===== config.mk =====
export PLATFORM = sky130hd
export DESIGN_NAME = alarm_unit
export DESIGN_NICKNAME = d
export VERILOG_FILES = /design/src/rtl/alarm_unit.sv
export SDC_FILE = /design/constraint.sdc
export NUM_CORES = 1
export LEC_CHECK = 0
export ABC_AREA = 0
export CAP_MARGIN = 0
export CORE_MARGIN = 2
export CORE_UTILIZATION = 39
export CTS_CLUSTER_SIZE = 8
export DETAILED_ROUTE_END_ITERATION = 16
export PLACE_DENSITY = 0.64
export SYNTH_ARGS = -nofsm -noshare
export SYNTH_HDL_FRONTEND = slang
export SYNTH_SLANG_ARGS = --single-unit
export TNS_END_PERCENT = 5

===== constraint.sdc =====
create_clock -name clk -period 2.6 [get_ports clk]
set_input_delay 0.52 -clock clk [delete_from_list [all_inputs] [get_ports clk]]
set_output_delay 0.52 -clock clk [all_outputs]
set_load 0.1 [all_outputs]

===== src/rtl/alarm_unit.sv =====
// Alarm stage: holds a user-set alarm time, detects a match against the
// running time-of-day, and sequences ringing, snooze and dismiss.
module alarm_unit #(
    parameter int RING_SECS   = 60,
    parameter int SNOOZE_SECS = 300
) (
    input  logic       clk,
    input  logic       reset,
    input  logic       tick_1hz,
    input  logic [4:0] sec1,
    input  logic [4:0] sec10,
    input  logic [4:0] min1,
    input  logic [4:0] min10,
    input  logic [4:0] hou,
    input  logic       set_btn,
    input  logic       inc_btn,
    input  logic       snz_btn,
    output logic [4:0] alm_hou,
    output logic [2:0] alm_min10,
    output logic [3:0] alm_min1,
    output logic [1:0] setting,
    output logic       armed,
    output logic       buzzer
);

    localparam int RW = (RING_SECS > 1) ? $clog2(RING_SECS) : 1;
    localparam int SW = (SNOOZE_SECS > 1) ? $clog2(SNOOZE_SECS) : 1;
    localparam logic [RW-1:0] RING_LAST = RW'(RING_SECS - 1);
    localparam logic [SW-1:0] SNZ_LAST  = SW'(SNOOZE_SECS - 1);

    typedef enum logic [2:0] {
        ST_IDLE,
        ST_SET_HR,
        ST_SET_MT,
        ST_SET_MO,
        ST_RING,
        ST_SNOOZE
    } state_t;

    state_t        r_state,     w_state_nxt;
    logic          r_set_q,     r_inc_q,     r_snz_q;
    logic          r_match_q;
    logic [4:0]    r_alm_hou,   w_alm_hou_nxt;
    logic [2:0]    r_alm_min10, w_alm_min10_nxt;
    logic [3:0]    r_alm_min1,  w_alm_min1_nxt;
    logic          r_armed,     w_armed_nxt;
    logic [RW-1:0] r_ring_cnt,  w_ring_cnt_nxt;
    logic [SW-1:0] r_snz_cnt,   w_snz_cnt_nxt;

    logic w_set_p, w_inc_p, w_snz_p;
    logic w_match, w_trigger;

    assign w_set_p = set_btn & ~r_set_q;
    assign w_inc_p = inc_btn & ~r_inc_q;
    assign w_snz_p = snz_btn & ~r_snz_q;

    assign w_match = (hou   == r_alm_hou)
                   && (min10 == {2'b00, r_alm_min10})
                   && (min1  == {1'b0, r_alm_min1})
                   && (sec10 == 5'd0)
                   && (sec1  == 5'd0);
    assign w_trigger = w_match & ~r_match_q;

    assign alm_hou   = r_alm_hou;
    assign alm_min10 = r_alm_min10;
    assign alm_min1  = r_alm_min1;
    assign armed     = r_armed;
    assign buzzer    = (r_state == ST_RING);

    // State, alarm time, counters and edge-detect history registers.
    always_ff @(posedge clk) begin
        if (reset) begin
            r_state     <= ST_IDLE;
            r_set_q     <= 1'b0;
            r_inc_q     <= 1'b0;
            r_snz_q     <= 1'b0;
            r_match_q   <= 1'b0;
            r_alm_hou   <= '0;
            r_alm_min10 <= '0;
            r_alm_min1  <= '0;
            r_armed     <= 1'b0;
            r_ring_cnt  <= '0;
            r_snz_cnt   <= '0;
        end else begin
            r_state     <= w_state_nxt;
            r_set_q     <= set_btn;
            r_inc_q     <= inc_btn;
            r_snz_q     <= snz_btn;
            r_match_q   <= w_match;
            r_alm_hou   <= w_alm_hou_nxt;
            r_alm_min10 <= w_alm_min10_nxt;
            r_alm_min1  <= w_alm_min1_nxt;
            r_armed     <= w_armed_nxt;
            r_ring_cnt  <= w_ring_cnt_nxt;
            r_snz_cnt   <= w_snz_cnt_nxt;
        end
    end

    // Next-state logic; button priority is set > snz > tick > inc.
    always_comb begin
        w_state_nxt     = r_state;
        w_alm_hou_nxt   = r_alm_hou;
        w_alm_min10_nxt = r_alm_min10;
        w_alm_min1_nxt  = r_alm_min1;
        w_armed_nxt     = r_armed;
        w_ring_cnt_nxt  = r_ring_cnt;
        w_snz_cnt_nxt   = r_snz_cnt;
        setting         = 2'd0;
        case (r_state)
            ST_IDLE: begin
                if (w_set_p) begin
                    w_state_nxt = ST_SET_HR;
                end else if (w_snz_p) begin
                    w_armed_nxt = ~r_armed;
                end else if (w_trigger && r_armed) begin
                    w_state_nxt    = ST_RING;
                    w_ring_cnt_nxt = '0;
                end
            end
            ST_SET_HR: begin
                setting = 2'd1;
                if (w_set_p) begin
                    w_state_nxt = ST_SET_MT;
                end else if (w_inc_p) begin
                    w_alm_hou_nxt = (r_alm_hou == 5'd23) ? 5'd0 : r_alm_hou + 5'd1;
                end
            end
            ST_SET_MT: begin
                setting = 2'd2;
                if (w_set_p) begin
                    w_state_nxt = ST_SET_MO;
                end else if (w_inc_p) begin
                    w_alm_min10_nxt = (r_alm_min10 == 3'd5) ? 3'd0 : r_alm_min10 + 3'd1;
                end
            end
            ST_SET_MO: begin
                setting = 2'd3;
                if (w_set_p) begin
                    w_state_nxt = ST_IDLE;
                    w_armed_nxt = 1'b1;
                end else if (w_inc_p) begin
                    w_alm_min1_nxt = (r_alm_min1 == 4'd9) ? 4'd0 : r_alm_min1 + 4'd1;
                end
            end
            ST_RING: begin
                if (w_set_p) begin
                    w_state_nxt = ST_IDLE;
                    w_armed_nxt = 1'b0;
                end else if (w_snz_p) begin
                    w_state_nxt   = ST_SNOOZE;
                    w_snz_cnt_nxt = '0;
                end else if (tick_1hz) begin
                    if (r_ring_cnt == RING_LAST) begin
                        w_state_nxt    = ST_IDLE;
                        w_ring_cnt_nxt = '0;
                    end else begin
                        w_ring_cnt_nxt = r_ring_cnt + 1'b1;
                    end
                end
            end
            ST_SNOOZE: begin
                if (w_set_p) begin
                    w_state_nxt = ST_IDLE;
                    w_armed_nxt = 1'b0;
                end else if (tick_1hz) begin
                    if (r_snz_cnt == SNZ_LAST) begin
                        w_state_nxt    = ST_RING;
                        w_ring_cnt_nxt = '0;
                        w_snz_cnt_nxt  = '0;
                    end else begin
                        w_snz_cnt_nxt = r_snz_cnt + 1'b1;
                    end
                end
            end
            default: begin
                w_state_nxt = ST_IDLE;
            end
        endcase
    end

endmodule


# Word level (Yosys, flattened, before mapping)
# Index checks and enable logic that the tools add are counted.
[totals]
register_bits = 35
elab_cells = 119
[op_classes]
n_addsub = 5
eq_ne = 34
mux = 40
bitwise_logic = 10
reduce_logical = 19
[ops]
columns = ["op", "count"]
rows = [
  ["$mux 6", 10],
  ["$mux 9", 5],
  ["$mux 3", 14],
  ["$ne 2x2->1 const B", 13],
  ["$pmux 3 s6", 1],
  ["$pmux 6 s3", 1],
  ["$pmux 9 s2", 1],
  ["$ne 3x3->1 const B", 4],
  ["$logic_not 5->1", 2],
  ["$reduce_and 10->1", 1],
  ["$reduce_and 5->1", 2],
  ["$add 9x1->9 const B", 1],
  ["$eq 3x3->1 const B", 3],
  ["$eq 9x9->1 const B", 1],
  ["$reduce_and 3->1", 3],
  ["$reduce_and 9->1", 1],
  ["$add 6x1->6 const B", 1],
  ["$eq 3x2->1 const B", 2],
  ["$eq 6x6->1 const B", 1],
  ["$not 1->1", 6],
  ["$pmux 2 s3", 1],
  ["$reduce_bool 3->1", 2],
  ["$add 5x1->5 const B", 1],
  ["$eq 5x3->1", 1],
  ["19 further kinds", 30],
]

# Longest topological paths before layout
[logic_depth]
depth_word = 11
ltp_mapped = 7

# Worst setup path after synthesis
# OpenSTA, ideal clock, no wires.
[synth_timing]
path_kind = "register -> register"
from = "reg r_alm_min1[1], in the netlist alm_min1[1]"
to = "reg r_state[2]"
setup_ps = 103
arrival_ps = 2695
required_ps = 2497
path_slack_ps = -198
stages_incl_launch_ff = 6
path_buffers = 0
period_less_slack_ps = 2798
cell_sequence = "dfxtp_1 > xnor2_1 > nand4_1 > or4_4 > or4_4 > a2111oi_2"
[synth_via]
elab_chain_len = 8
[synth_lines]
columns = ["item", "line", "rtl"]
rows = [
  ["start: declaration", "45", "logic [3:0] r_alm_min1, w_alm_min1_nxt;"],
  ["start signal: assignment", "92", "r_alm_min1 <= w_alm_min1_nxt;"],
  ["$eq 5x4->1", "59", "&& (min1 == {1'b0, r_alm_min1})"],
  ["$logic_and 1x1->1", "59", ""],
  ["$logic_and 1x1->1", "60", "&& (sec10 == 5'd0)"],
  ["$logic_and 1x1->1", "61", "&& (sec1 == 5'd0);"],
  ["$and 1x1->1", "62", "assign w_trigger = w_match & ~r_match_q;"],
  ["$logic_and 1x1->1", "115", "end else if (w_trigger && r_armed) begin"],
  ["$ne 3x3->1 (no line)", "n/a", ""],
  ["$reduce_and 9->1 (no line)", "n/a", ""],
  ["end signal: assignment", "85", "r_state <= w_state_nxt;"],
  ["end: declaration", "40", "state_t r_state, w_state_nxt;"],
]
# Every way passes these cells.
# A chain may end at the register's enable or synchronous reset.

# Final worst setup path
[layout_timing]
from = "in sec10[1]"
to = "reg r_state[2]"
[layout_via]
elab_chain_len = 7
[layout_lines]
columns = ["item", "line", "rtl"]
rows = [
  ["start: declaration", "11", "input logic [4:0] sec10,"],
  ["$logic_not 5->1", "60", ""],
  ["$logic_and 1x1->1", "60", ""],
  ["$logic_and 1x1->1", "61", ""],
  ["$and 1x1->1", "62", ""],
  ["$logic_and 1x1->1", "115", ""],
  ["$ne 3x3->1 (no line)", "n/a", ""],
  ["$reduce_and 9->1 (no line)", "n/a", ""],
]
# Every way passes these cells.

==> metrics.txt <==
# TYPE chip_impl_metric gauge
chip_impl_metric{name="ctsLongestPathBuffers",unit=""} 2
chip_impl_metric{name="grt_util_all_layers",unit="%"} 18.5
chip_impl_metric{name="effective_utilization_at_floorplan",unit="%"} 41.2
chip_impl_info{name="cp-end-kind",value="register"} 1
chip_impl_metric{name="numPlacedInstances",unit=""} 363
chip_impl_metric{name="total_leakage_power",unit="nW"} 0.986
chip_impl_metric{name="met3_wirelength",unit="um"} 325
chip_impl_info{name="worstSetupStartpointType",value="primary input"} 1
chip_impl_metric{name="power.share.switching",unit="%"} 28.4
chip_impl_metric{name="cts.htree.levels",unit=""} 2
chip_impl_metric{name="route.detailed.drc",unit=""} 0
chip_impl_metric{name="drt-pass1-iter-count",unit=""} 4
chip_impl_metric{name="initialDrtViolationCount",unit=""} 120
chip_impl_metric{name="tns",unit="ns"} 0
chip_impl_metric{name="postSynthRegisterBits",unit=""} 35
chip_impl_metric{name="post_route_cells_drive_above_1_share",unit="%"} 18.8
chip_impl_metric{name="grt_pass1_vias",unit=""} 1816
chip_impl_metric{name="drt_wl_total",unit="um"} 5100
chip_impl_metric{name="worst_r2r_path_depth",unit=""} 5
chip_impl_metric{name="post_synth_inst_count",unit=""} 246
chip_impl_metric{name="maximum_number_of_pins_on_one_net_before_global_route_repair",unit=""} 25
chip_impl_metric{name="layout_filler_cell_count",unit=""} 477
chip_impl_metric{name="die_w",unit="um"} 75.3
chip_impl_metric{name="synth.cell_area",unit="um2"} 1980
chip_impl_info{name="unrepaired_setup_endpoints_after_global_routing",value="no"} 1
chip_impl_metric{name="dp_hpwl",unit="um"} 3820
chip_impl_metric{name="pwr_dens",unit="nW/um2"} 507
chip_impl_info{name="r2r_endpoint",value="r_state[2]"} 1
chip_impl_metric{name="clock_sink_count",unit=""} 35
chip_impl_metric{name="maxCapViolations",unit=""} 0
chip_impl_metric{name="cts_hold_repair.buffers",unit=""} 0
chip_impl_metric{name="synth-seq-area-share",unit="%"} 35.3
chip_impl_metric{name="regToRegSetupSlack",unit="ns"} 0.42
chip_impl_info{name="netlist_top_cells_count",value="35 x sky130_fd_sc_hd__dfxtp_1, 33 x sky130_fd_sc_hd__nor2_1, 19 x sky130_fd_sc_hd__nand2_1"} 1
chip_impl_metric{name="worst_slew_pin_slew",unit="ns"} 0.560
chip_impl_metric{name="synthesis.nets",unit=""} 280
chip_impl_metric{name="critPathArrivalTime",unit="ns"} 2.66
chip_impl_metric{name="max-slew-margin-rel",unit="%"} 62.6
chip_impl_metric{name="synth-async-reset-ratio",unit="%"} 0
chip_impl_metric{name="num_antenna_cells",unit=""} 0
chip_impl_metric{name="final.period_utilization",unit="%"} 95.0
chip_impl_metric{name="grt_antenna_before_repair",unit=""} 0
chip_impl_metric{name="cts.clk_slew.worst_paths",unit="ns"} 0.07
chip_impl_info{name="cp-startpoint",value="sec10[1]"} 1
chip_impl_metric{name="maximum_operating_frequency",unit="GHz"} 0.405
chip_impl_info{name="yosys.cell_count.top_type",value="sky130_fd_sc_hd__dfxtp_1"} 1
chip_impl_metric{name="clk_latency",unit="ns"} 0.29
chip_impl_info{name="tritoncts",value="yes"} 1
chip_impl_metric{name="critical_path_required",unit="ns"} 2.79
chip_impl_metric{name="vias",unit=""} 1954
chip_impl_metric{name="timing.final.crit_period",unit="ns"} 2.47
chip_impl_metric{name="ir_worst_vdd",unit="uV"} 503
chip_impl_metric{name="cts-buffers-inserted",unit=""} 5
chip_impl_metric{name="instances_no_fill",unit=""} 371
chip_impl_metric{name="detail-route-antenna-nets",unit=""} 0
chip_impl_metric{name="fp.dieH",unit="um"} 75.3
chip_impl_metric{name="num_io_pins",unit=""} 47
chip_impl_metric{name="netSwitchingPower",unit="uW"} 388
chip_impl_info{name="ys_top_cells_by_area",value="sky130_fd_sc_hd__dfxtp_1 35%, sky130_fd_sc_hd__xnor2_1 7.9%, sky130_fd_sc_hd__nor2_1 6.2%, sky130_fd_sc_hd__nand2_1 3.6%, sky130_fd_sc_hd__nand4_1 3.5%"} 1
chip_impl_metric{name="met2_wirelength",unit="um"} 2270
chip_impl_metric{name="skew",unit="ns"} 0.00653
chip_impl_info{name="criticalPathCategory",value="in -> reg"} 1
chip_impl_metric{name="critical_path.max_fanout",unit=""} 2
chip_impl_metric{name="holdPathStages",unit=""} 2
chip_impl_metric{name="grt_overflow_total",unit=""} 0
chip_impl_info{name="crit_end",value="r_state[2]"} 1
chip_impl_metric{name="total_core_area",unit="um2"} 4820
chip_impl_metric{name="ys_types",unit=""} 48
chip_impl_info{name="synth_top_area_cell",value="sky130_fd_sc_hd__dfxtp_1"} 1
chip_impl_metric{name="final_util",unit="%"} 56.1
chip_impl_metric{name="placement_rows",unit=""} 25
chip_impl_metric{name="count_of_synthesis_stage_warnings_from_yosys",unit=""} 0
chip_impl_info{name="holdCritPathClass",value="reg -> reg"} 1
chip_impl_info{name="ys.flop_type",value="sky130_fd_sc_hd__dfxtp_1"} 1
chip_impl_metric{name="post_drt_via_cell_ratio",unit=""} 5.27
chip_impl_info{name="clock-root-buffer",value="sky130_fd_sc_hd__clkbuf_8"} 1
chip_impl_metric{name="hold_viol_final",unit=""} 0
chip_impl_metric{name="power_report.internal_total",unit="uW"} 980
chip_impl_metric{name="finalSetupViolations",unit=""} 0
chip_impl_metric{name="place.port_buffers",unit=""} 46
chip_impl_metric{name="synth_enable_flop_cells",unit=""} 0
chip_impl_info{name="rr_startpoint",value="alm_hou[2]"} 1
chip_impl_metric{name="synth.avg_cell_area",unit="um2"} 8.06
chip_impl_metric{name="relative_contribution_of_the_clock_network_to_total_power",unit="%"} 37.4
chip_impl_metric{name="num-nets-final",unit=""} 337
chip_impl_info{name="topRoutingLayerUsed",value="met4"} 1
chip_impl_metric{name="floorplan.die_area",unit="um2"} 5670
chip_impl_metric{name="drv_slew",unit=""} 0
chip_impl_metric{name="pwr-share-comb",unit="%"} 20.5
chip_impl_metric{name="place.gp.congestion",unit=""} 0.813
chip_impl_metric{name="sequential_fraction_of_design_power",unit="%"} 42.1
chip_impl_metric{name="grt_pass1_wl",unit="um"} 8220
chip_impl_metric{name="detail_route.wl_per_cell",unit="um"} 13.7
chip_impl_metric{name="layout-area-overhead-vs-synth",unit="%"} 36.2
chip_impl_info{name="outcome",value="finished clean"} 1
chip_impl_metric{name="met1_length",unit="um"} 2460
chip_impl_metric{name="synth_largest_type_area_fraction",unit="%"} 35.3
[critical path: stages]
cell                              delay, ns
sky130_fd_sc_hd__clkdlybuf4s50_1       0.42
sky130_fd_sc_hd__nor4_2                0.27
sky130_fd_sc_hd__nand4_1               0.13
sky130_fd_sc_hd__or4_4                 0.44
sky130_fd_sc_hd__or4_4                 0.54
sky130_fd_sc_hd__a2111oi_4             0.34
[area by class of cell]
type | instances | area (um2) | area share (%)
clock inverters | 2 | 35.0 | 1.30
repair buffers | 57 | 515 | 19.1
multi-input cells | 195 | 1230 | 45.7
inverters | 9 | 33.8 | 1.25
flip-flops and latches | 35 | 716 | 26.5
clock buffers | 6 | 82.6 | 3.06
well taps | 67 | 83.8 | 3.10
[kinds of logic (layout without fill, tap and decap cells)]
| group | Yosys count | count (layout) | synth area share [%] |
|---|---|---|---|
| muxes | 3 | 3 | 1.58 |
| and+or+nand+nor | 126 | 126 | 34.5 |
| xor gates and xnor gates | 24 | 24 | 10.6 |
| adders and majority gates | 3 | 3 | 1.89 |
| DFF | 35 | 35 | 35.3 |
| buffers and inverters | 16 | 74 | 3.09 |
| AOI/OAI and AO/OA | 39 | 39 | 13.0 |
[worst min path at each step]
stage / startpoint / end
finish: r_snz_cnt[1] / r_snz_cnt[1]
global route: r_snz_cnt[1] / r_snz_cnt[1]
CTS: r_snz_cnt[1] / r_snz_cnt[1]
detailed placement: r_snz_cnt[1] / r_snz_cnt[1]
global placement: r_snz_cnt[1] / r_snz_cnt[1]
floorplan: r_snz_cnt[1] / r_snz_cnt[1]
[metrics by stage]
step	cell area, um2	power, mW	worst slack [ns]	hold slack, ns
after floorplan	2000	0.755	0.0885	0.444
after global placement	2570	0.862	-0.262	0.465
after detailed placement	2570	0.866	-0.276	0.466
after CTS	2690	1.38	0.0150	0.478
after global routing	2700	1.43	0.0272	0.516
final	2700	1.37	0.131	0.470
[registers in the layout, summed over array words and instances (netlist names), 3 cells and up]
register / count
r_state: 3
r_snz_cnt: 9
alm_min1: 4
r_ring_cnt: 6
alm_hou: 5
alm_min10: 3
[power groups by stage]
stage / Clock, mW / Combinational (mW) / Sequential, mW
floorplan: 0 / 0.150 / 0.605
global placement: 0 / 0.275 / 0.587
detailed placement: 0 / 0.278 / 0.588
CTS: 0.527 / 0.279 / 0.575
global route: 0.544 / 0.304 / 0.579
finish: 0.511 / 0.281 / 0.576
[cells in the final DEF (no fill, tap or decap), types with 6 or more instances in the layout]
master / Yosys / routed
sky130_fd_sc_hd__xnor2_1: 18 / 18
sky130_fd_sc_hd__dfxtp_2: 0 / 12
sky130_fd_sc_hd__clkdlybuf4s50_1: 0 / 30
sky130_fd_sc_hd__nand2_1: 19 / 19
sky130_fd_sc_hd__nor2b_1: 11 / 11
sky130_fd_sc_hd__dfxtp_1: 35 / 23
sky130_fd_sc_hd__inv_1: 8 / 8
sky130_fd_sc_hd__clkbuf_8: 0 / 6
sky130_fd_sc_hd__nor3_1: 10 / 10
sky130_fd_sc_hd__a21oi_1: 9 / 9
sky130_fd_sc_hd__xor2_1: 6 / 6
sky130_fd_sc_hd__nor2_1: 33 / 33
sky130_fd_sc_hd__nand3_1: 10 / 10
sky130_fd_sc_hd__nand4_1: 11 / 11
sky130_fd_sc_hd__o21ai_0: 12 / 12
sky130_fd_sc_hd__nand2b_1: 6 / 6
sky130_fd_sc_hd__buf_4: 0 / 26
[metal layers]
| layer | track usage (%) | vias to the layer above |
|---|---|---|
| met5 | 0 | - |
| met4 | 4.29 | 0 |
| met1 | 24.4 | 911 |
| met3 | 4.50 | 4 |
| li1 | - | 990 |
| met2 | 30.6 | 49 |
[timing repair]
action	in CTS	in global routing
resized for setup	0	1
setup buffers	0	0
endpoints found under the setup margin	0	1
Power figures use the tool's default switching activity.
